$ cat config.mk
export PLATFORM = sky130hd
export DESIGN_NAME = sorted_insert_writer_flat
export DESIGN_NICKNAME = d
export VERILOG_FILES = /design/src/rtl/sorted_ram_pkg.sv /design/src/rtl/sorted_insert_writer_if.sv /design/src/rtl/sorted_ram_mem.sv /design/src/rtl/sorted_insert_writer.sv /design/src/flat_wrapper.sv
export SDC_FILE = /design/constraint.sdc
export NUM_CORES = 1
export LEC_CHECK = 0
export ABC_AREA = 1
export CAP_MARGIN = 5
export CORE_MARGIN = 2
export CORE_UTILIZATION = 57
export CTS_CLUSTER_SIZE = 16
export DETAILED_ROUTE_END_ITERATION = 8
export PLACE_DENSITY_LB_ADDON = 0.25
export SLEW_MARGIN = 0
export SYNTH_ARGS = -nofsm -noshare
export SYNTH_HDL_FRONTEND = slang
export SYNTH_SLANG_ARGS = --single-unit
$ cat constraint.sdc
create_clock -name clk -period 7 [get_ports clk]
set_input_delay 2.1 -clock clk [delete_from_list [all_inputs] [get_ports clk]]
set_output_delay 2.1 -clock clk [all_outputs]
set_load 0.1 [all_outputs]
$ cat src/rtl/sorted_ram_pkg.sv
// Shared constants and insert-FSM state type for the sorted RAM writer/reader pair.
package sorted_ram_pkg;
    localparam int unsigned DEPTH  = 32;
    localparam int unsigned ADDR_W = 5;
    localparam int unsigned DATA_W = 8;

    typedef enum logic [2:0] {
        IDLE,
        READ,
        CMP,
        WRVAL,
        DONE
    } ins_state_t;
endpackage

$ cat src/rtl/sorted_insert_writer_if.sv
// Request/status and external read-port bundle of the sorted insert writer.
interface sorted_insert_writer_if;
    import sorted_ram_pkg::*;

    logic              start;
    logic [DATA_W-1:0] valueIn;
    logic              clear;
    logic [ADDR_W-1:0] rdAddr;
    logic [DATA_W-1:0] rdData;
    logic              busy;
    logic              done;
    logic              rejected;
    logic [ADDR_W-1:0] insAddr;
    logic [ADDR_W:0]   count;
    logic              full;

    modport master (
        output start, valueIn, clear, rdAddr,
        input  rdData, busy, done, rejected, insAddr, count, full
    );

    modport slave (
        input  start, valueIn, clear, rdAddr,
        output rdData, busy, done, rejected, insAddr, count, full
    );
endinterface

$ cat src/rtl/sorted_ram_mem.sv
// DEPTH x DATA_W simple dual-port RAM, synchronous write, registered read.
module sorted_ram_mem
    import sorted_ram_pkg::*;
(
    input  logic              clk,
    input  logic              we,
    input  logic [ADDR_W-1:0] wa,
    input  logic [DATA_W-1:0] wd,
    input  logic [ADDR_W-1:0] ra,
    output logic [DATA_W-1:0] rd
);
    logic [DATA_W-1:0] mem [DEPTH];

    always_ff @(posedge clk) begin
        if (we) begin
            mem[wa] <= wd;
        end
        rd <= mem[ra];
    end
endmodule

$ cat src/rtl/sorted_insert_writer.sv
// Inserts values into an ascending-sorted RAM, shifting larger entries up one slot.
module sorted_insert_writer
    import sorted_ram_pkg::*;
(
    input  logic                   clk,
    input  logic                   reset,
    sorted_insert_writer_if.slave  bus
);
    localparam logic [ADDR_W:0] COUNT_FULL = DEPTH[ADDR_W:0];

    ins_state_t        state, state_nxt;
    logic [DATA_W-1:0] val;
    logic [ADDR_W-1:0] ptr;
    logic [ADDR_W-1:0] ins_addr_q;
    logic [ADDR_W:0]   count_q;
    logic              rejected_q;

    logic              full_w;
    logic              q_gt;
    logic              busy_w, done_w;
    logic              mem_we;
    logic [ADDR_W-1:0] mem_wa, mem_ra;
    logic [DATA_W-1:0] mem_wd, mem_rd;

    assign full_w = (count_q == COUNT_FULL);
    // Strict compare keeps equal values below the new one, so equals stay in arrival order.
    assign q_gt   = (mem_rd > val);

    sorted_ram_mem u_mem (
        .clk (clk),
        .we  (mem_we),
        .wa  (mem_wa),
        .wd  (mem_wd),
        .ra  (mem_ra),
        .rd  (mem_rd)
    );

    always_ff @(posedge clk) begin
        if (reset) begin
            state <= IDLE;
        end else begin
            state <= state_nxt;
        end
    end

    always_comb begin
        state_nxt = state;
        case (state)
            IDLE: begin
                if (!bus.clear && bus.start) begin
                    if (full_w)             state_nxt = DONE;
                    else if (count_q == '0) state_nxt = WRVAL;
                    else                    state_nxt = READ;
                end
            end
            READ:    state_nxt = CMP;
            CMP:     state_nxt = (q_gt && ptr != '0) ? READ : WRVAL;
            WRVAL:   state_nxt = DONE;
            DONE:    if (!bus.start) state_nxt = IDLE;
            default: state_nxt = IDLE;
        endcase
    end

    always_comb begin
        busy_w = (state == READ) || (state == CMP) || (state == WRVAL);
        done_w = (state == DONE);
        mem_ra = (state == IDLE) ? bus.rdAddr : ptr;
        mem_we = 1'b0;
        mem_wa = ins_addr_q;
        mem_wd = val;
        if (state == CMP && q_gt) begin
            mem_we = 1'b1;
            mem_wa = ptr + ADDR_W'(1);
            mem_wd = mem_rd;
        end else if (state == WRVAL) begin
            mem_we = 1'b1;
        end
    end

    always_ff @(posedge clk) begin
        if (reset) begin
            count_q    <= '0;
            rejected_q <= 1'b0;
            ins_addr_q <= '0;
            val        <= '0;
            ptr        <= '0;
        end else begin
            case (state)
                IDLE: begin
                    if (bus.clear) begin
                        count_q <= '0;
                    end else if (bus.start) begin
                        if (full_w) begin
                            rejected_q <= 1'b1;
                        end else begin
                            val <= bus.valueIn;
                            if (count_q == '0) ins_addr_q <= '0;
                            else               ptr <= count_q[ADDR_W-1:0] - ADDR_W'(1);
                        end
                    end
                end
                CMP: begin
                    if (q_gt) begin
                        if (ptr == '0) ins_addr_q <= '0;
                        else           ptr <= ptr - ADDR_W'(1);
                    end else begin
                        ins_addr_q <= ptr + ADDR_W'(1);
                    end
                end
                WRVAL: count_q <= count_q + (ADDR_W+1)'(1);
                DONE:  if (!bus.start) rejected_q <= 1'b0;
                default: ;
            endcase
        end
    end

    assign bus.rdData   = mem_rd;
    assign bus.busy     = busy_w;
    assign bus.done     = done_w;
    assign bus.rejected = rejected_q;
    assign bus.insAddr  = ins_addr_q;
    assign bus.count    = count_q;
    assign bus.full     = full_w;
endmodule

$ cat src/flat_wrapper.sv
// flat-port wrapper written by rule: the top's interface ports become plain ports
module sorted_insert_writer_flat import sorted_ram_pkg::*;
  (clk, reset, bus_start, bus_valueIn, bus_clear, bus_rdAddr, bus_rdData, bus_busy, bus_done, bus_rejected, bus_insAddr, bus_count, bus_full);
  sorted_insert_writer_if bus_i ();
  input  logic clk;
  input  logic reset;
  input wire logic [$bits(bus_i.start)-1:0] bus_start;
  input wire logic [$bits(bus_i.valueIn)-1:0] bus_valueIn;
  input wire logic [$bits(bus_i.clear)-1:0] bus_clear;
  input wire logic [$bits(bus_i.rdAddr)-1:0] bus_rdAddr;
  output wire logic [$bits(bus_i.rdData)-1:0] bus_rdData;
  output wire logic [$bits(bus_i.busy)-1:0] bus_busy;
  output wire logic [$bits(bus_i.done)-1:0] bus_done;
  output wire logic [$bits(bus_i.rejected)-1:0] bus_rejected;
  output wire logic [$bits(bus_i.insAddr)-1:0] bus_insAddr;
  output wire logic [$bits(bus_i.count)-1:0] bus_count;
  output wire logic [$bits(bus_i.full)-1:0] bus_full;
  assign bus_i.start = bus_start;
  assign bus_i.valueIn = bus_valueIn;
  assign bus_i.clear = bus_clear;
  assign bus_i.rdAddr = bus_rdAddr;
  assign bus_rdData = bus_i.rdData;
  assign bus_busy = bus_i.busy;
  assign bus_done = bus_i.done;
  assign bus_rejected = bus_i.rejected;
  assign bus_insAddr = bus_i.insAddr;
  assign bus_count = bus_i.count;
  assign bus_full = bus_i.full;
  sorted_insert_writer u_core (.clk(clk), .reset(reset), .bus(bus_i));
endmodule
======== Word-level counts from Yosys, hierarchy flattened ========
Memory sizes are Yosys's and may differ from the RTL's. A register that Yosys moved wholly into a read port is not among the register bits.
Cells that the tools add are included.
storage, ports and cells
  flip-flop bits (word level) ............. 28
  bits in writable memories ............... 256
  bits of input ports ..................... 17
  output and inout port bits .............. 23
  memories ................................ 1
memories
  memory            depth  width  rd ports  clocked after memory_dff  wr ports  RTL line              source
  u_core.u_mem.mem  32     8      1         1                         1         sorted_ram_mem.sv:12  logic [DATA_W-1:0] mem [DEPTH];
cells by class
  add/subtract/negate cells ............... 4
  order comparisons ....................... 1
  equality and inequality tests ........... 17
  muxes and demuxes ....................... 34
  bitwise operators ....................... 2
  reduce and logical (&&, ||, !) cells .... 19
operator list
  cell                 number
  $mux 5               14
  $pmux 5 s2           2
  $ne 2x2->1 const B   9
  $pmux 3 s5           1
  $pmux 6 s2           1
  $sub 5x1->5 const B  2
  $mux 3               3
  $gt 8x8->1           1
  $mux 1               8
  $mux 8               1
  $reduce_and 7->1     1
  $add 6x1->6 const B  1
  $eq 3x2->1 const B   2
  $eq 6x6->1 const B   1
  $logic_not 6->1      1
  $mux 6               1
  $reduce_and 6->1     1
  $reduce_bool 2->1    3
  $add 5x1->5 const B  1
  $logic_not 5->1      1
  $reduce_and 5->1     1
  $reduce_bool 5->1    1
  $mux 2               2
  $ne 2x1->1 const B   2
  11 further kinds     16

======== Depth between registers and ports, before layout ========
Gate-level depths: netlist of run 1.
  depth after elaboration ................. 6
  gate-level depth with buffers ........... 14
  mapped depth without buffers ............ 14

======== Cells and area by module ========
Synthesis of run 1 repeated with hierarchy kept, for this count alone.
second synthesis, totals
  cell total of the unflattened synthesis .. 1222
  area, all modules ....................... 12734.7 µm²
modules (own cells, without submodules)
  module                times used  cells an instance  area each (µm²)  sequential area each (µm²)
  sorted_ram_mem        1           922                10786.6          7847.5
  sorted_insert_writer  1           300                1948.1           560.5

======== Least setup slack after synthesis of run 1 ========
OpenSTA, ideal clock, no wires.
  path kind ............................... flip-flop to output port
  start ................................... register u_core.count_q[0], in the netlist u_core.bus.count[0]
  end ..................................... output bus_full
  arrival ................................. 2046 ps
  required time ........................... 4900 ps
  setup slack ............................. 2854 ps
  stages on the path, launching flop included .. 7
  buffers on the path ..................... 0
  cell sequence ........................... dfxtp_1 > inv_1 > ha_1 > nand3_1 > inv_1 > nand3_1 > inv_1
on the way
  longest elaborated chain between the ends .. 1
RTL lines
  what                    RTL line                     source
  start, declared         sorted_insert_writer.sv:15   logic [ADDR_W:0] count_q;
  start signal, assigned  sorted_insert_writer.sv:110  WRVAL: count_q <= count_q + (ADDR_W+1)'(1);
  $eq 6x6->1              sorted_insert_writer.sv:25   assign full_w = (count_q == COUNT_FULL);
  end, declared           flat_wrapper.sv:17           output wire logic [$bits(bus_i.full)-1:0] bus_full;
No other way between the ends.

======== Final worst setup path of run 1 ========
Ends and elaborated chain as after synthesis.

==> metrics.md, run 1 <==
| Metric | Value |
|---|---|
| Hold buffer count at cts | 0 |
| Core Util, Final | 65.0% |
| Pwr/cell area | 411 nW/um^2 |
| Initial Util | 57.8% |
| All-Layer GR Usage | 26.6% |
| Post-Place Worst Slack | 1.99 ns |
| Detailed Route Iter0 Violations | 1219 |
| Post-DR wirelength/cell | 17.9 um |
| CTS clk-pin slew, worst paths | 0.06 ns |
| Largest net degree at the start of global routing | 113 |
| CTS root buf | clkbuf_16 |
| Setup ws final | 2.15 ns |
| Tmin final | 4.85 ns |
| Cts repair resizes | 0 |
| TritonRoute pass-1 iters | 6 |
| VDD IR max | 0.302 mV |
| Die Area | 24900 um^2 |
| Crit path kind | reg -> out |
| Synth Instances | 1449 |
| Placement Rows | 56 |
| Final Net Count | 1505 |
| Number of nets with antenna violations after routing | 0 |
| Synth unique cells | 29 |
| Synthesized net count | 1479 |
| Final Skew | 0.0118 ns |
| Clk_lat worst skew | 0.55 ns |
| Area grow syn2layout | 12.4% |
| Layout cells sized above 1 | 5.47% |
| Register area share after synthesis | 62.3% |
| Mapped cell area | 13500 um^2 |
| Detailed-route DRC error count | 0 |
| YS warnings | 0 |
| ANT cells | 0 |
| CTS Sinks | 292 |
| Most frequent cells in the layout | 326 x nand2_1, 307 x inv_1, 306 x nand3_1, 256 x edfxtp_1, 54 x nor2_1 |
| Crit Path Max Fanout | 5 |
| Min-Delay Path Class | reg -> reg |
| Post-DP HPWL | 20200 um |
| First-pass GRT wire length | 49900 um |
| Final setup vio count | 0 |
| Unrepaired setup endpoints after global routing | false |
| Setup_tns | 0 ns |
| Worst-margin pin slew | 1.25 ns |
| Antenna violations before repair | 0 |
| # IOs | 40 |
| Final period util | 69.3% |
| Vias per inst | 5.41 |
| Syn_area_per_cell | 9.31 um^2 |
| Worst Path Required | 4.90 ns |
| Die height | 158 um |
| Static Leak | 6.59 nW |
| CTS tree | built |
| Register area | 8410 um^2 |
| Most common cell after layout, fill and taps aside | nand2_1 |
| Slew headroom | 16.7% |
| H-tree levels | 1 |
| Number of fill cells | 1818 |
| WL final | 32600 um |
| Clock buffer depth | 3 |
| Final RePlAce weighted congestion | 0.861 |
| Fmax | 206 MHz |
| Core region area | 23300 um^2 |
| Post-CTS Setup Inserts | 0 |
| Vias | 9828 |
| Critical path launch point type | flop |
| Multi-input logic area | 3710 um^2 |
| Num CTS Buffers | 29 |
| #FFs+latches synth | 292 |
| Final Hold Violating Endpoints | 0 |
| Worst Path Arrival | 2.75 ns |
| Input/output buffers | 39 |
| Vias in the first global route | 9080 |
| Worst setup EP type | output port |
| Max-slew violation count | 0 |
| Max cap viols | 0 |
| Width of the die | 158 um |
| Total gr overflow | 0 |
| Status | finished clean |
-- cells in the mapped netlist --
library cell    n  share of area (%)
nand2_1       329                9.2
inv_1         307                8.5
nand3_1       306                 11
edfxtp_1      256                 57
nor2_1         54                1.5
dfxtp_1        36                5.3
buf_2          29                1.1
clkbuf_1       29               0.81
o21ai_0        25               0.93
a21oi_1        23               0.85
ha_1           13                1.2
nand4_1        13               0.60
xor2_1          5               0.32
a211oi_1        3               0.17
a31oi_1         2              0.093
buf_1           2              0.056
nand2_2         2              0.093
nor3_1          2              0.074
o21ai_2         2               0.13
xnor2_1         2               0.13
buf_4           1              0.056
nand3_2         1              0.074
nor2_4          1              0.083
nor4_1          1              0.046
o21a_1          1              0.056
o21ai_1         1              0.037
o21ai_4         1               0.12
o21bai_1        1              0.056
o221a_2         1              0.083
-- sequential cells by signal, indices dropped and copies added, names as in the netlist --
register             flops
u_core.bus.insAddr       5
u_core.bus.count         6
u_core.ptr               5
u_core.u_mem.rd          8
u_core.state             3
u_core.u_mem.mem       256
u_core.val               8
u_core.bus.rejected      1
-- worst max-delay path, cell delays in order, from the launching register on --
cell and delay [ns]:
dfxtp_1 0.34, inv_1 0.10, ha_1 0.15, nand3_1 0.08, inv_1 0.09, nand3_1 0.16, inv_1 0.13, clkdlybuf4s50_1 1.13
-- power by group --
part           internal (W)  switching, W  total, W
logic              0.000633       0.00183   0.00246
registers           0.00211     0.0000757   0.00218
clock network      0.000940      0.000653   0.00159
total               0.00368       0.00256   0.00624
-- logic make-up after synthesis --
group                    share of synthesized area, %
XOR/XNOR                                        0.454
adder cells (fa/ha/maj)                          1.21
buffers and inverters                            10.5
flip-flops                                       62.3
AND/OR/NAND/NOR                                  23.0
AO/OA/AOI/OAI                                    2.52
-- per-stage QoR --
step                      area (um^2)  hold slack, ns  power (W)  cells
after floorplan                 13500           0.447    0.00390   1449
after global placement          14200           0.450    0.00461   1763
after detailed placement        14200           0.460    0.00464   1763
after CTS                       15200           0.470    0.00622   1817
after global routing            15200           0.529    0.00654   1817
final                           15200           0.473    0.00624   1817
-- final timing paths --
path / endpoint / start / cells past startpoint / slack, ns
max: bus_full / u_core.bus.count[0]$_SDFFE_PP0P_ / 7 / 2.15
min: u_core.bus.rejected$_SDFFE_PP0P_ / u_core.bus.rejected$_SDFFE_PP0P_ / 2 / 0.47
max reg2reg: u_core.u_mem.mem[6][0]$_DFFE_PP_ / u_core.val[7]$_SDFFE_PP0P_ / 10 / 3.15
min reg2reg: u_core.bus.rejected$_SDFFE_PP0P_ / u_core.bus.rejected$_SDFFE_PP0P_ / 2 / 0.47
-- layout make-up --
type	count	area share (%)
clock buffer	31	4.84
clock inverter	23	1.60
multi-input combinational	789	24.5
tap	319	2.63
timing repair buffer	56	3.42
inverter	307	7.60
sequential	292	55.5
-- layer usage --
layer | vias up | GRT usage, % | routed length [um]
li1 | 4753 | - | -
met1 | 4570 | 37.5 | 13200
met4 | 0 | 8.57 | 908
met3 | 70 | 4.95 | 3230
met5 | - | 0 | 0
met2 | 435 | 42.0 | 15300
(Power assumes the default switching activity.)
==> run 2: changes to the inputs <==
--- a/config.mk
+++ b/config.mk
@@ -8,7 +8,7 @@
 export ABC_AREA = 1
 export CAP_MARGIN = 5
 export CORE_MARGIN = 2
-export CORE_UTILIZATION = 57
+export CORE_UTILIZATION = 56
 export CTS_CLUSTER_SIZE = 16
 export DETAILED_ROUTE_END_ITERATION = 8
 export PLACE_DENSITY_LB_ADDON = 0.25
==> constraint.sdc (replaced) <==
create_clock -name clk -period 4 [get_ports clk]
set_input_delay 1.2 -clock clk [delete_from_list [all_inputs] [get_ports clk]]
set_output_delay 1.2 -clock clk [all_outputs]
set_load 0.1 [all_outputs]
==> run 2 against run 1 <==
Critical path depth up 5. Flip-flop and latch count is the same. Register-to-register slack worse by 2.8 ns. Highest routed layer unchanged. Clock-buffer cell count increased by 2. Sequential share of layout area shrank 0.74 points.
==> metrics.md, run 2 (same netlist as run 1, synthesis figures left out) <==
| Metric | Value |
|---|---|
| Status | finished clean |
| Final Hold Violating Endpoints | 0 |
| Area grow syn2layout | 13.9% |
| # IOs | 40 |
| Setup_tns | 0 ns |
| Final period util | 90.9% |
| Most common cell after layout, fill and taps aside | nand2_1 |
| First-pass GRT wire length | 52100 um |
| Hold endpoint | u_core.bus.rejected$_SDFFE_PP0P_ |
| Die height | 159 um |
| Width of the die | 159 um |
| Max cap viols | 0 |
| Min-Delay Path Class | reg -> reg |
| Detailed-route DRC error count | 0 |
| Internal power | 0.00639 W |
| Clock network fraction of design power | 24.5% |
| Hold Crit Depth | 2 |
| Crit path kind | reg -> reg |
| Flop2flop setup slack | 0.36 ns |
| Largest net degree at the start of global routing | 65 |
| Initial Util | 57.3% |
| TritonRoute pass-1 iters | 6 |
| Biggest regs | u_core.u_mem.mem: 256 flops, u_core.u_mem.rd: 8 flops, u_core.val: 8 flops |
| Sw Share | 41.5% |
| Seq pwr share | 34.9% |
| Tmin final | 3.64 ns |
| Vias in the first global route | 9475 |
| CTS root buf | clkbuf_16 |
| Fmax | 275 MHz |
| Placed Cells | 1788 |
| Cts repair resizes | 0 |
| Total gr overflow | 0 |
| CTS Sinks | 292 |
| CTS tree | built |
| Combinational share of power | 40.6% |
| VDD IR max | 0.586 mV |
| Final Skew | 0.0129 ns |
| Detailed Route Iter0 Violations | 1135 |
| Crit Path Max Fanout | 14 |
| WL final | 33200 um |
| Worst-margin pin slew | 1.10 ns |
| Die Area | 25400 um^2 |
| All-Layer GR Usage | 26.2% |
| Slew headroom | 26.4% |
| Reg2reg path depth | 12 |
| Worst setup EP type | flop |
| ANT cells | 0 |
| Worst Setup SP | u_core.val[1]$_SDFFE_PP0P_ |
| Post-DP HPWL | 21000 um |
| Num CTS Buffers | 30 |
| Core region area | 23500 um^2 |
| Vias per inst | 5.43 |
| Clk_lat worst skew | 0.56 ns |
| H-tree levels | 1 |
| Input/output buffers | 39 |
| Clock buffer depth | 3 |
| Antenna violations before repair | 0 |
| Vias | 10000 |
| Worst r2r src | u_core.val[1]$_SDFFE_PP0P_ |
| Final Non-Filler Cells | 1843 |
| Unrepaired setup endpoints after global routing | false |
| Max-slew violation count | 0 |
| CTS clk-pin slew, worst paths | 0.06 ns |
| Post-DR wirelength/cell | 18.0 um |
| Final setup vio count | 0 |
| Number of nets with antenna violations after routing | 0 |
| Worst R2R End | u_core.u_mem.mem[28][3]$_DFFE_PP_ |
| Post-CTS Setup Inserts | 0 |
| Worst Path Arrival | 3.82 ns |
| Final Net Count | 1531 |
| Critical path launch point type | flop |
| Biggest register | u_core.u_mem.mem |
| Placement Rows | 56 |
| Static Leak | 6.74 nW |
| Final RePlAce weighted congestion | 0.879 |
| Largest register FFs | 256 |
| Most frequent cells in the layout | 326 x nand2_1, 307 x inv_1, 306 x nand3_1, 256 x edfxtp_1, 54 x nor2_1 |
| Pwr/cell area | 711 nW/um^2 |
| Worst Path Required | 4.18 ns |
| Sw power | 0.00454 W |
| Layout cells sized above 1 | 7.61% |
| Fin Hold WS | 0.469 ns |
| Tot Pwr | 0.0109 W |
| Hold buffer count at cts | 0 |
| Hold Path Origin | u_core.bus.rejected$_SDFFE_PP0P_ |
run 2: worst max path at each step:
| stage | endpoint | cells after the start |
|---|---|---|
| floorplan | u_core.u_mem.mem[0][1]$_DFFE_PP_ | 8 |
| global route | u_core.u_mem.mem[0][3]$_DFFE_PP_ | 12 |
| global placement | u_core.u_mem.mem[17][1]$_DFFE_PP_ | 8 |
| detailed placement | u_core.u_mem.mem[28][7]$_DFFE_PP_ | 12 |
| finish | u_core.u_mem.mem[28][3]$_DFFE_PP_ | 12 |
| CTS | u_core.u_mem.mem[19][1]$_DFFE_PP_ | 8 |
run 2: final cells by class:
type	instances	area, um^2
Clock buffer	33	783
Clock inverter	22	164
Fill cell	1928	8180
Inverter	307	1150
Multi-Input combinational cell	789	3710
Sequential cell	292	8410
Tap cell	319	399
Timing Repair Buffer	81	751
run 2: critical path: stages (launching register included):
cell and delay, ns:
dfxtp_1 0.31, inv_1 0.07, ha_1 0.29, inv_1 0.04
o21bai_1 0.13, nand2_1 0.06, nand2_1 0.05, nand2_1 0.04
nand2_1 0.26, nand3_1 0.43, nand2_1 0.28, nand3_1 0.50
nor2_1 0.78
run 2: power groups by stage:
stage | logic [W] | clock network, W | registers [W]
6_report | 0.00444 | 0.00268 | 0.00381
5_1_grt | 0.00481 | 0.00282 | 0.00382
4_1_cts | 0.00439 | 0.00270 | 0.00381
3_5_place_dp | 0.00437 | 0 | 0.00387
3_3_place_gp | 0.00433 | 0 | 0.00387
2_1_floorplan | 0.00264 | 0 | 0.00418
run 2: metal layers:
layer	GRT usage [%]	vias up	share of wire [%]
met5	0	-	0
met4	8.02	0	2.6
met3	5.50	61	9.4
met2	42.5	474	47
met1	35.8	4673	41
li1	-	4802	-
run 2: through the flow:
| stage | utilization (%) | setup slack, ns | instance area (um^2) |
|---|---|---|---|
| 2_1_floorplan | - | 0.171 | 13500 |
| 3_3_place_gp | 61.2 | 0.592 | 14400 |
| 3_5_place_dp | 61.2 | 0.469 | 14400 |
| 4_1_cts | 65.3 | 0.470 | 15400 |
| 5_1_grt | 65.3 | 0.213 | 15400 |
| 6_report | 65.3 | 0.362 | 15400 |
==> run 3: changes to the inputs <==
--- a/config.mk
+++ b/config.mk
@@ -11,6 +11,7 @@
 export CORE_UTILIZATION = 56
 export CTS_CLUSTER_SIZE = 16
 export DETAILED_ROUTE_END_ITERATION = 8
+export GPL_TIMING_DRIVEN = 0
 export PLACE_DENSITY_LB_ADDON = 0.25
 export SLEW_MARGIN = 0
 export SYNTH_ARGS = -nofsm -noshare
==> run 3 against run 2 <==
Global-route usage up 0.53 points. Combinational power up 5.2%. Design area up 0.59%. Setup slack worse by 0.027 ns. Hold slack worse by 0.0017 ns. Sequential share of layout area down 0.32 points. Maximum frequency down 0.73%. Non-clock buffer count up 25. Largest cell class unchanged.
==> metrics.md, run 3 (same netlist as run 1, synthesis figures left out) <==
| Metric | Value |
|---|---|
| Status | finished clean |
| Number of nets with antenna violations after routing | 0 |
| Most common cell after layout, fill and taps aside | nand2_1 |
| Worst Setup SP | u_core.state[2]$_SDFFE_PP0P_ |
| CTS tree | built |
| Number of fill cells | 1886 |
| Max cap viols | 0 |
| Die height | 159 um |
| Slowest stage delay, CP | 1.17 ns |
| CP bufs+invs | 2 |
| Internal power | 0.00655 W |
| Biggest regs | u_core.u_mem.mem: 256 flops, u_core.u_mem.rd: 8 flops, u_core.val: 8 flops |
| Combinational share of power | 41.7% |
| ANT cells | 0 |
| Post-DR wirelength/cell | 18.1 um |
| Worst Path Required | 2.80 ns |
| Clock buffer depth | 3 |
| Final Net Count | 1556 |
| First-pass GRT wire length | 52500 um |
| Seq pwr share | 33.9% |
| Sw Share | 41.5% |
| Largest register FFs | 256 |
| Final Hold Violating Endpoints | 0 |
| Most frequent cells in the layout | 329 x nand2_1, 307 x inv_1, 306 x nand3_1, 256 x edfxtp_1, 54 x nor2_1 |
| Critical path depth | 3 |
| Clock network fraction of design power | 24.4% |
| Worst Path Arrival | 2.46 ns |
| TritonRoute pass-1 iters | 6 |
| Width of the die | 159 um |
| Total gr overflow | 0 |
| Fmax | 273 MHz |
| Crit path kind | reg -> out |
| Worst setup EP type | output port |
| Placed Cells | 1813 |
| Layout cells sized above 1 | 6.16% |
| CP endpoint | bus_done |
| Vias in the first global route | 9716 |
| Largest net degree at the start of global routing | 33 |
| Area grow syn2layout | 14.5% |
| Reg2reg path depth | 11 |
| Final RePlAce weighted congestion | 0.948 |
| All-Layer GR Usage | 26.7% |
| Crit Path Max Fanout | 7 |
| Worst-margin pin slew | 1.08 ns |
| CTS Sinks | 292 |
| Placement Rows | 56 |
| CTS clk-pin slew, worst paths | 0.06 ns |
| Critical path launch point type | flop |
| Setup_tns | 0 ns |
| Min-Delay Path Class | reg -> reg |
| CTS root buf | clkbuf_16 |
| Worst r2r src | u_core.val[7]$_SDFFE_PP0P_ |
| VDD IR max | 0.392 mV |
| Sw power | 0.00465 W |
| Input/output buffers | 39 |
| Vias per inst | 5.40 |
| Core Util, Final | 65.6% |
| Cells along the critical path | inv_1 -> nor2_1 -> clkdlybuf4s50_1 |
| Antenna violations before repair | 0 |
| Final Non-Filler Cells | 1862 |
| Initial Util | 57.3% |
| Final Skew | 0.0260 ns |
| # IOs | 40 |
| Core region area | 23500 um^2 |
| Clk_lat worst skew | 0.56 ns |
| Hold buffer count at cts | 0 |
| Unrepaired setup endpoints after global routing | false |
| Worst R2R End | u_core.u_mem.mem[3][6]$_DFFE_PP_ |
| Static Leak | 6.73 nW |
| Die Area | 25400 um^2 |
| Post-CTS Setup Inserts | 0 |
| Final setup vio count | 0 |
| Final period util | 91.6% |
| Flop2flop setup slack | 0.46 ns |
| Tmin final | 3.66 ns |
| WL final | 33700 um |
| Post-DP HPWL | 23400 um |
| Pwr/cell area | 724 nW/um^2 |
| Cts repair resizes | 0 |
| Slew headroom | 27.6% |
| CP max-delay cell | clkdlybuf4s50_1 |
| Worst path top cell family by delay | buffers and inverters |
| Vias | 10100 |
| Biggest register | u_core.u_mem.mem |
| Detailed-route DRC error count | 0 |
| Num CTS Buffers | 30 |
| H-tree levels | 1 |
| Detailed Route Iter0 Violations | 1057 |
| Max-slew violation count | 0 |
==> run 3: cell types whose count changed in the layout (fill, tap and decap cells not counted), sizes merged <==
cell / before / now
dlymetal6s2s: 0 / 1
inv: 307 / 308
bufinv: 2 / 3
clkinv: 18 / 8
clkdlybuf4s50: 27 / 38
buf: 54 / 38
clkbuf: 33 / 64
==> run 3: cell type report <==
type                       count  area [um^2]  area share (%)
timing repair buffer          45          533            3.45
multi-input combinational    789         3740            24.2
clock buffer                  35          801            5.18
clock inverter                14          153           0.988
buffer                        61          269            1.74
inverter                     307         1150            7.46
sequential                   292         8410            54.4
tap                          319          399            2.58
==> run 3: worst min-delay path, delay by kind of cell, from the launching register on <==
family	cells	cell delay, ns
DFF	1	0.31
AOI/OAI and AO/OA	1	0.05
and+or+nand+nor	1	0.06
==> run 3: routing by layer <==
| layer | share of wire (%) | GRT usage [%] | wire length (um) |
|---|---|---|---|
| met5 | 0 | 0 | 0 |
| met3 | 9.4 | 5.13 | 3170 |
| met2 | 49 | 46.0 | 16400 |
| met4 | 3.2 | 9.17 | 1070 |
| met1 | 39 | 34.0 | 13000 |
==> run 3: worst min path at each step <==
| stage | from | end | slack, ns | cells after the start |
|---|---|---|---|---|
| 6_report | u_core.bus.rejected$_SDFFE_PP0P_ | u_core.bus.rejected$_SDFFE_PP0P_ | 0.47 | 2 |
| 5_1_grt | u_core.bus.rejected$_SDFFE_PP0P_ | u_core.bus.rejected$_SDFFE_PP0P_ | 0.49 | 2 |
| 4_1_cts | u_core.bus.rejected$_SDFFE_PP0P_ | u_core.bus.rejected$_SDFFE_PP0P_ | 0.47 | 2 |
| 3_5_place_dp | u_core.bus.rejected$_SDFFE_PP0P_ | u_core.bus.rejected$_SDFFE_PP0P_ | 0.45 | 2 |
| 3_3_place_gp | u_core.bus.rejected$_SDFFE_PP0P_ | u_core.bus.rejected$_SDFFE_PP0P_ | 0.45 | 2 |
| 2_1_floorplan | u_core.val[1]$_SDFFE_PP0P_ | u_core.val[1]$_SDFFE_PP0P_ | 0.45 | 2 |
==> run 3: metrics by stage <==
stage,cell area [um^2],power (W),hold slack (ns),worst slack (ns)
6_report,15500,0.0112,0.467,0.335
3_3_place_gp,14300,0.00824,0.451,-2.01
2_1_floorplan,13500,0.00682,0.447,0.171
5_1_grt,15500,0.0118,0.488,0.194
3_5_place_dp,14500,0.00842,0.455,0.301
4_1_cts,15500,0.0111,0.465,0.0760
==> run 3: power groups by stage <==
stage	clock [W]	sequential, W	combinational [W]
2_1_floorplan	0	0.00418	0.00264
3_3_place_gp	0	0.00391	0.00432
3_5_place_dp	0	0.00386	0.00456
4_1_cts	0.00275	0.00379	0.00459
5_1_grt	0.00287	0.00381	0.00507
6_report	0.00273	0.00379	0.00467
